**config.mk**
```make
export PLATFORM = sky130hd
export DESIGN_NAME = neo_pixel_strand_receiver
export DESIGN_NICKNAME = d
export VERILOG_FILES = /design/src/rtl/neo_pixel_strand_receiver.sv
export SDC_FILE = /design/constraint.sdc
export NUM_CORES = 1
export LEC_CHECK = 0
export ABC_AREA = 1
export BUFFER_PORTS_ARGS = -buffer_cell sky130_fd_sc_hd__buf_2
export CORE_MARGIN = 3
export CORE_UTILIZATION = 58
export DETAILED_ROUTE_END_ITERATION = 8
export HOLD_SLACK_MARGIN = 0.05
export PLACE_DENSITY = 0.79
export SETUP_SLACK_MARGIN = 0.5
export SYNTH_ARGS = -nofsm -noshare
export SYNTH_HDL_FRONTEND = slang
export SYNTH_SLANG_ARGS = --single-unit
export TNS_END_PERCENT = 10
```
**constraint.sdc**
```tcl
create_clock -name clock -period 16.6 [get_ports clock]
set_clock_uncertainty 0.15 [all_clocks]
set_input_delay 3.32 -clock clock [delete_from_list [all_inputs] [get_ports clock]]
set_output_delay 3.32 -clock clock [all_outputs]
set_load 0.005 [all_outputs]
```
**src/rtl/neo_pixel_strand_receiver.sv**
```systemverilog
// NeoPixel single-wire receiver: measures high-pulse widths into GRB pixel words
// and publishes a whole frame once the line has stayed low for the latch interval.
module neo_pixel_strand_receiver #(
    parameter int unsigned NUM_PIXELS   = 5,
    parameter int unsigned MIN_HIGH     = 4,
    parameter int unsigned ONE_THRESH   = 26,
    parameter int unsigned MAX_HIGH     = 100,
    parameter int unsigned LATCH_CYCLES = 2500
) (
    input  logic                     clock,
    input  logic                     reset,
    input  logic                     neo_data,
    output logic [23:0]              pixel_data,
    output logic [2:0]               pixel_index,
    output logic                     pixel_valid,
    output logic [24*NUM_PIXELS-1:0] frame_packet,
    output logic [3:0]               frame_pixels,
    output logic                     frame_done,
    output logic                     frame_error
);
    localparam int unsigned PKT_W = 24 * NUM_PIXELS;
    localparam int unsigned HI_W  = $clog2(MAX_HIGH + 2);
    localparam int unsigned LO_W  = $clog2(LATCH_CYCLES + 1);
    localparam logic [HI_W-1:0] HI_SAT   = HI_W'(MAX_HIGH + 1);
    localparam logic [LO_W-1:0] LO_LATCH = LO_W'(LATCH_CYCLES);

    typedef enum logic [1:0] {ST_IDLE, ST_HIGH, ST_LOW} state_t;

    state_t            state_q;
    logic              sync1_q, s_q, s_d_q;
    logic [HI_W-1:0]   hi_cnt_q, hi_cnt_d;
    logic [LO_W-1:0]   lo_cnt_q, lo_cnt_d;
    logic [22:0]       shift_q;
    logic [4:0]        bit_cnt_q;
    logic [3:0]        pix_cnt_q, pix_cnt_d;
    logic              err_q;
    logic [PKT_W-1:0]  buf_q, buf_d;
    logic [23:0]       word_d;
    logic [3:0]        frame_pixels_d;
    logic              rise_c, fall_c, bit_ok_c, bit_c, active_c;

    logic [23:0]       pixel_data_q;
    logic [2:0]        pixel_index_q;
    logic              pixel_valid_q;
    logic [PKT_W-1:0]  frame_packet_q;
    logic [3:0]        frame_pixels_q;
    logic              frame_done_q;
    logic              frame_error_q;

    assign rise_c = s_q & ~s_d_q;
    assign fall_c = ~s_q & s_d_q;

    // Next values for counters, the assembled word and the working buffer
    always_comb begin
        hi_cnt_d       = (hi_cnt_q == HI_SAT) ? hi_cnt_q : hi_cnt_q + HI_W'(1);
        lo_cnt_d       = (lo_cnt_q == LO_LATCH) ? lo_cnt_q : lo_cnt_q + LO_W'(1);
        pix_cnt_d      = (pix_cnt_q == 4'd15) ? pix_cnt_q : pix_cnt_q + 4'd1;
        bit_ok_c       = (hi_cnt_q >= HI_W'(MIN_HIGH)) && (hi_cnt_q <= HI_W'(MAX_HIGH));
        bit_c          = (hi_cnt_q >= HI_W'(ONE_THRESH));
        word_d         = {shift_q, bit_c};
        frame_pixels_d = (pix_cnt_q > 4'(NUM_PIXELS)) ? 4'(NUM_PIXELS) : pix_cnt_q;
        active_c       = (pix_cnt_q != 4'd0) || (bit_cnt_q != 5'd0) || err_q;
        buf_d          = buf_q;
        for (int unsigned i = 0; i < NUM_PIXELS; i++) begin
            if (pix_cnt_q == 4'(i)) buf_d[PKT_W-1-24*i -: 24] = word_d;
        end
    end

    // Synchronizer, pulse-width FSM, pixel assembly and frame publication
    always_ff @(posedge clock or posedge reset) begin
        if (reset) begin
            state_q        <= ST_IDLE;
            sync1_q        <= 1'b0;
            s_q            <= 1'b0;
            s_d_q          <= 1'b0;
            hi_cnt_q       <= '0;
            lo_cnt_q       <= '0;
            shift_q        <= '0;
            bit_cnt_q      <= '0;
            pix_cnt_q      <= '0;
            err_q          <= 1'b0;
            buf_q          <= '0;
            pixel_data_q   <= '0;
            pixel_index_q  <= '0;
            pixel_valid_q  <= 1'b0;
            frame_packet_q <= '0;
            frame_pixels_q <= '0;
            frame_done_q   <= 1'b0;
            frame_error_q  <= 1'b0;
        end else begin
            sync1_q       <= neo_data;
            s_q           <= sync1_q;
            s_d_q         <= s_q;
            pixel_valid_q <= 1'b0;
            frame_done_q  <= 1'b0;
            case (state_q)
                ST_IDLE: begin
                    if (rise_c) begin
                        state_q  <= ST_HIGH;
                        hi_cnt_q <= HI_W'(1);
                    end
                end
                ST_HIGH: begin
                    if (fall_c) begin
                        state_q  <= ST_LOW;
                        lo_cnt_q <= LO_W'(1);
                        if (!bit_ok_c) begin
                            err_q <= 1'b1;
                        end else begin
                            shift_q <= word_d[22:0];
                            if (bit_cnt_q == 5'd23) begin
                                bit_cnt_q     <= '0;
                                pixel_data_q  <= word_d;
                                pixel_index_q <= pix_cnt_q[2:0];
                                pixel_valid_q <= 1'b1;
                                pix_cnt_q     <= pix_cnt_d;
                                if (pix_cnt_q < 4'(NUM_PIXELS)) buf_q <= buf_d;
                                else err_q <= 1'b1;
                            end else begin
                                bit_cnt_q <= bit_cnt_q + 5'd1;
                            end
                        end
                    end else begin
                        hi_cnt_q <= hi_cnt_d;
                    end
                end
                ST_LOW: begin
                    if (rise_c) begin
                        state_q  <= ST_HIGH;
                        hi_cnt_q <= HI_W'(1);
                    end else if (lo_cnt_d == LO_LATCH) begin
                        // A rise wins over the latch, so a gap one short of it continues the frame
                        state_q  <= ST_IDLE;
                        lo_cnt_q <= lo_cnt_d;
                        if (active_c) begin
                            frame_done_q   <= 1'b1;
                            frame_packet_q <= buf_q;
                            frame_pixels_q <= frame_pixels_d;
                            frame_error_q  <= err_q | (bit_cnt_q != 5'd0);
                        end
                        pix_cnt_q <= '0;
                        bit_cnt_q <= '0;
                        err_q     <= 1'b0;
                        buf_q     <= '0;
                        shift_q   <= '0;
                    end else begin
                        lo_cnt_q <= lo_cnt_d;
                    end
                end
                default: state_q <= ST_IDLE;
            endcase
        end
    end

    assign pixel_data   = pixel_data_q;
    assign pixel_index  = pixel_index_q;
    assign pixel_valid  = pixel_valid_q;
    assign frame_packet = frame_packet_q;
    assign frame_pixels = frame_pixels_q;
    assign frame_done   = frame_done_q;
    assign frame_error  = frame_error_q;

endmodule

```
==> results of run 1 <==
## worst max path at each step
stage	end	slack (ps)	cells after the start
after floorplan	bit_cnt_q[0]	3960	1
after global placement	buf_q[78]	10400	4
after detailed placement	buf_q[99]	10360	4
after CTS	pixel_data[15]	10910	4
after global routing	buf_q[79]	10630	4
final	buf_q[109]	11070	4
## area by class of cell
type	count	area, µm²	share of cell area (%)
Tap cell	280	350	2.29
Multi-Input combinational cell	1010	4390	28.7
Inverter	59	229	1.50
Sequential cell	331	8280	54.1
Clock inverter	10	171	1.12
Clock buffer	49	1020	6.65
Timing Repair Buffer	166	856	5.59
## kinds of logic (layout without fill, tap and decap cells)
family | count (synthesis) | in the layout | synth area share (%)
DFF | 331 | 331 | 62.7
buffers and inverters | 128 | 284 | 4.23
adders and majority gates | 16 | 16 | 1.51
AOI/OAI and AO/OA | 190 | 190 | 7.31
and+or+nand+nor | 797 | 797 | 23.8
xor gates and xnor gates | 7 | 7 | 0.464
## per-stage QoR
stage	instances	instance area (µm²)
2_1_floorplan	1469	13200
3_3_place_gp	1846	14100
3_5_place_dp	1846	14100
4_1_cts	1905	15300
5_1_grt	1905	15300
6_report	1905	15300
## worst max-delay path, delay by kind of cell
family	cells	cell delay, ps
buffers and inverters	4	2440
## metal layers
layer	up-vias	share of wire, %	global-route usage (%)
li1	4891	-	-
met4	4	4.2	11.5
met5	-	0.082	0
met1	5059	42	38.0
met3	97	7.9	5.36
met2	424	46	42.0
## sequential cells by signal, summed over array words and instances (netlist names)
signal,flops
s_q,1
pixel_index,3
sync1_q,1
err_q,1
bit_cnt_q,5
buf_q,120
state_q,2
shift_q,23
pix_cnt_q,4
pixel_valid,1
frame_error,1
hi_cnt_q,7
frame_pixels,4
pixel_data,24
frame_packet,120
frame_done,1
lo_cnt_q,12
s_d_q,1
## cell usage after synthesis (4+ instances only)
| cell type | number | area, µm² |
|---|---|---|
| nor2_2 | 5 | 31.3 |
| buf_2 | 24 | 120 |
| xor2_1 | 6 | 52.6 |
| buf_4 | 13 | 97.6 |
| nand4_1 | 8 | 50.1 |
| inv_2 | 4 | 15.0 |
| dfrtp_1 | 331 | 8280 |
| clkbuf_1 | 32 | 120 |
| nor3_1 | 5 | 25.0 |
| nor2_1 | 35 | 131 |
| o21ai_0 | 75 | 375 |
| nand2_1 | 700 | 2630 |
| inv_1 | 55 | 206 |
| o21ai_1 | 99 | 495 |
| nand3_1 | 32 | 160 |
| ha_1 | 16 | 200 |
| a21oi_1 | 6 | 30.0 |
| o22ai_1 | 8 | 50.1 |
## power by group
part / internal, µW / leakage, µW / switching, µW
clock: 490 / 0.000583 / 315
sequential: 824 / 0.00460 / 20.9
combinational: 63.8 / 0.00308 / 241
total: 1380 / 0.00826 / 577
==> flow_summary_export.csv, run 1 <==
group,metric,value,unit
worst_setup_path,worstSetupPathType,"in2async",
pwr,p_total,1950,µW
synthesis,synth-edff-count,0,
global_routing,grt_max_degree,134,
worst_setup_path,start_kind,"primary input",
clock_network,cts_buffers,34,
worst_setup_path,cp-end-kind,"async pin",
cells_and_area,nNetsFinal,1621,
cells_and_area,syn_to_final_growth,15.8,%
worst_setup_path,rrSetupSlack,12400,ps
synthesis,synth_cells,1469,
sta,hold_violations,0,
sta,holdWs,219,ps
cells_and_area,layout-drive-gt1-share,14.9,%
global_routing,grt_pass1_vias,10100,
worst_setup_path,critPathSlowestCell,"buf_4",
worst_setup_path,r2r_cells,7,
route,firstDrtPassIters,5,
die,core.rowCount,54,
clock_network,worstSkewPairLatency,510,ps
min_path,hold_path_end,"s_q",
placement,dp_hpwl,20500,µm
die,start_util,59.8,%
sta,max_slew.worst_pin.slew,1140,ps
synthesis,yosysUniqueCellTypes,33,
worst_setup_path,cp-startpoint,"reset",
pwr,peakVddDrop,0.0975,mV
sta,finalCritPeriodShare,33.3,%
status,status,"complete, no violations",
clock_network,cts_max_level,2,
cells_and_area,fin_util,69.3,%
worst_setup_path,reg2reg_from,"state_q[0]",
die,io_pins,157,
pwr,cellLeakagePower,0.00826,µW
clock_network,path_clk_slew,60,ps
clock_network,post_cts_resized,0,
route,wirelength,32800,µm
route,drt_iter0_markers,850,
pwr,p_per_area,128,mW/mm²
die,die_height,157,µm
worst_setup_path,regToRegEndpoint,"frame_packet[89]",
cells_and_area,layout_commonest_cell,"nand2_1",
clock_network,cts_buffer_depth,3,
synthesis,netlist_area,0.0132,mm²
sta,grt_setup_unrepaired,"no",
worst_setup_path,max_stage_delay,890,ps
sta,maxSlewViolCount,0,
sta,setup_ws,11070,ps
die,die_area,0.0246,mm²
synthesis,syn_avg_cell_area,9.00,µm²
synthesis,syn_nets,1488,
worst_setup_path,cp_data_required_time,16940,ps
clock_network,cts_hold_buf,0,
die,core,0.0221,mm²
global_routing,grt_pass1_wl,52500,µm
global_routing,grt_overflow,0,
sta,maxSlewHeadroom,23.8,%
min_path,holdPathStages,0,
clock_network,cts_post_setup_buffers_inserted,0,
die,die_w,157,µm
sta,timing.setup.tns,0,ps
placement,gp_congestion,0.869,
route,drc,0,
worst_setup_path,cp_data_arrival_time,5870,ps
cells_and_area,num_antenna_cells,0,
clock_network,cts_root_buffer,"clkbuf_16",
worst_setup_path,cp_common_cell,"buf_4",
route,wire_per_inst,17.2,µm
sta,fin_crit,5530,ps
clock_network,cts.sinks,331,
synthesis,synth-main-ff-cell,"dfrtp_1",
min_path,hp-start,"sync1_q",
cells_and_area,layout_common_cells,"700 x nand2_1, 331 x dfrtp_1, 156 x buf_2, 99 x o21ai_1, 75 x o21ai_0",
route,num_vias,10500,
sta,fmax,181,MHz
global_routing,antenna_found_initial,1,
route,vias_per_cell,5.50,
placement,port_buffers,156,
synthesis,synthArstFlopShare,100,%
worst_setup_path,cp_max_fo,133,
synthesis,synth-seq-cells,331,
worst_setup_path,crit_path_cell_trace,"buf_2 -> inv_8 -> buf_4 -> buf_4",
synthesis,ys_seq_area_share,62.7,%
placement,dp_slack,10360,ps
clock_network,cts_tree,"done",
cells_and_area,fillers,1685,
sta,setup_viol,0,
synthesis,yosysWarnings,0,
route,antenna_left,0,
global_routing,track_usage,27.2,%
flow_run,cap_violations,0,
min_path,hp-class,"reg2reg",
Note: power is estimated with default switching activity, not from simulation.
==> inputs of run 2 (changes only) <==
--- a/config.mk
+++ b/config.mk
@@ -5,7 +5,7 @@
 export SDC_FILE = /design/constraint.sdc
 export NUM_CORES = 1
 export LEC_CHECK = 0
-export ABC_AREA = 1
+export ABC_AREA = 0
 export BUFFER_PORTS_ARGS = -buffer_cell sky130_fd_sc_hd__buf_2
 export CORE_MARGIN = 3
 export CORE_UTILIZATION = 58
==> constraint.sdc (replaced) <==
create_clock -name clock -period 5.5 [get_ports clock]
set_clock_uncertainty 0.15 [all_clocks]
set_input_delay 1.1 -clock clock [delete_from_list [all_inputs] [get_ports clock]]
set_output_delay 1.1 -clock clock [all_outputs]
set_load 0.005 [all_outputs]
==> flow_summary_export.csv, run 2 <==
group,metric,value,unit
status,status,"complete, no violations",
cells_and_area,fin_util,68.6,%
sta,maxSlewHeadroom,28.4,%
cells_and_area,multi_input_area,0.00499,mm²
pwr,cellLeakagePower,0.00827,µW
pwr,peakVddDrop,0.231,mV
flow_run,cap_violations,0,
cells_and_area,num_antenna_cells,0,
synthesis,syn_avg_cell_area,14.3,µm²
route,drc,0,
placement,dp_hpwl,17400,µm
synthesis,synth-seq-cells,331,
synthesis,synth-main-ff-cell,"dfrtp_1",
global_routing,grt_pass1_wl,45800,µm
route,firstDrtPassIters,5,
placement,gp_congestion,0.841,
sta,max_slew.worst_pin.slew,1070,ps
synthesis,synth.area.top_cells,"dfrtp_1 61%, mux2_2 22%, mux2_1 1.5%",
synthesis,ys_seq_area_share,60.6,%
synthesis,yosysUniqueCellTypes,61,
synthesis,synthArstFlopShare,100,%
cells_and_area,area.sequential,0.00828,mm²
worst_setup_path,cp.depth,8,
worst_setup_path,cp_max_fo,45,
pwr,p_per_area,362,mW/mm²
cells_and_area,fin_cells,1436,
global_routing,grt_max_degree,169,
worst_setup_path,start_kind,"register",
global_routing,track_usage,22.2,%
die,die_area,0.0254,mm²
clock_network,cts_buffer_depth,3,
global_routing,antenna_found_initial,0,
die,start_util,59.7,%
cells_and_area,fillers,1614,
synthesis,yosysTopAreaCell,"dfrtp_1",
route,drt_iter0_markers,413,
route,num_vias,8054,
placement,dp_slack,1360,ps
die,die_w,160,µm
worst_setup_path,r2r_cells,8,
sta,hold_violations,0,
worst_setup_path,crit_path_cell_trace,"inv_1 -> ha_2 -> nor2b_1 -> o21ai_0 -> nand3_1 -> a21oi_1 -> nor2b_4 -> mux2_2",
synthesis,synth-edff-count,0,
sta,setup_ws,1330,ps
worst_setup_path,crit_family,"simple AND/OR/NAND/NOR gates",
clock_network,post_cts_resized,0,
die,io_pins,157,
cells_and_area,nNetsFinal,1122,
cells_and_area,layout_common_cells,"331 x dfrtp_1, 273 x mux2_2, 156 x buf_2, 45 x nand2_1, 35 x clkbuf_16",
sta,grt_setup_unrepaired,"no",
clock_network,cts_post_setup_buffers_inserted,0,
placement,post-place-cells,1380,
route,wirelength,27800,µm
sta,finalCritPeriodShare,75.8,%
sta,holdWs,204,ps
sta,fmax,240,MHz
sta,setup_viol,0,
route,antenna_left,0,
worst_setup_path,path_buf_inv,1,
synthesis,yosysWarnings,0,
die,core,0.0229,mm²
cells_and_area,layout_commonest_cell,"dfrtp_1",
sta,fin_crit,4170,ps
worst_setup_path,max_stage_delay,790,ps
clock_network,cts_hold_buf,0,
worst_setup_path,cp_data_required_time,5750,ps
global_routing,grt_pass1_vias,8338,
worst_setup_path,critPathSlowestCell,"nor2b_4",
synthesis,synth.most_common_cell,"dfrtp_1",
cells_and_area,syn_to_final_growth,14.9,%
worst_setup_path,cp_data_arrival_time,4420,ps
die,die_height,160,µm
synthesis,synth_cells,954,
route,wire_per_inst,19.3,µm
clock_network,path_clk_slew,70,ps
clock_network,cts_root_buffer,"clkbuf_16",
synthesis,synth_top_area_share,60.6,%
clock_network,cts_buffers,34,
synthesis,syn_nets,973,
worst_setup_path,worstSetupPathType,"reg2reg",
min_path,hp-class,"reg2reg",
cells_and_area,layout-drive-gt1-share,44.7,%
clock_network,worstSkewPairLatency,520,ps
global_routing,grt_overflow,0,
min_path,holdPathStages,0,
placement,port_buffers,156,
synthesis,synthTopCellsByCount,"331 x dfrtp_1, 273 x mux2_2, 45 x nand2_1",
route,vias_per_cell,5.61,
synthesis,netlist_area,0.0137,mm²
clock_network,cts_max_level,2,
sta,timing.setup.tns,0,ps
die,core.rowCount,55,
sta,maxSlewViolCount,0,
clock_network,cts.sinks,331,
worst_setup_path,cp-end-kind,"register",
clock_network,cts_tree,"done",
==> run 2: cell types whose count changed after synthesis, sizes merged, moves of 5 or more <==
cell and change:
nand3 -10, nor2 -19, o21ai -148, nand4 -5, buf -6, nand2 -657
o31ai +5, nor2b +29, nand2b +5, clkbuf -12, mux2 +291, inv -37
nor4 +5
==> run 2: report_power, final <==
part	internal [µW]	total (µW)	switching (µW)	leakage [µW]
combinational	276	830	554	0.00316
clock	1350	2280	926	0.000540
sequential	2490	2580	89.7	0.00457
total	4120	5690	1570	0.00827
==> run 2: final timing paths <==
path	end	slack, ps	start
min in group asynchronous	shift_q[3]	540	reset
worst max register to register	shift_q[5]	1330	state_q[0]
worst max-delay path	shift_q[5]	1330	state_q[0]
worst min register to register	s_q	200	sync1_q
worst min-delay path	s_q	200	sync1_q
max in group asynchronous	frame_packet[15]	3460	reset
==> run 2: cells by family after synthesis <==
family	count (synthesis)	share of synthesized area, %
XOR/XNOR	3	0.192
AO/OA/AOI/OAI	77	3.72
multiplexers	295	24.3
adder cells (fa/ha/maj)	16	1.46
buffers and inverters	73	3.05
flip-flops	331	60.6
AND/OR/NAND/NOR	159	6.73
==> run 2: per-layer routing <==
metal | track usage (%) | up-vias | part of all wire [%]
li1 | - | 3684 | -
met3 | 5.41 | 41 | 6.5
met2 | 36.3 | 204 | 48
met5 | 0 | - | 0
met1 | 29.8 | 4125 | 44
met4 | 6.25 | 0 | 2.0
==> run 2: per-stage QoR <==
stage               power, µW  area (µm²)
detailed placement       3450       14600
floorplan                3330       13700
finish                   5690       15700
CTS                      5740       15700
global route             5940       15700
global placement         3430       14600
==> run 2: final cells by class <==
class / count / share of cell area, %
repair buffers: 164 / 5.51
flip-flops and latches: 331 / 52.7
inverters: 22 / 0.549
multi-input cells: 550 / 31.8
clock inverters: 12 / 0.995
clock buffers: 44 / 5.98
well taps: 313 / 2.49
==> run 2: worst register-to-register path: cells and delay by family (launching register included) <==
kind / cells / cell delay, ps
muxes: 1 / 440
adders and majority gates: 1 / 500
DFF: 1 / 460
buffers and inverters: 1 / 110
AOI/OAI and AO/OA: 2 / 770
and+or+nand+nor: 3 / 1630
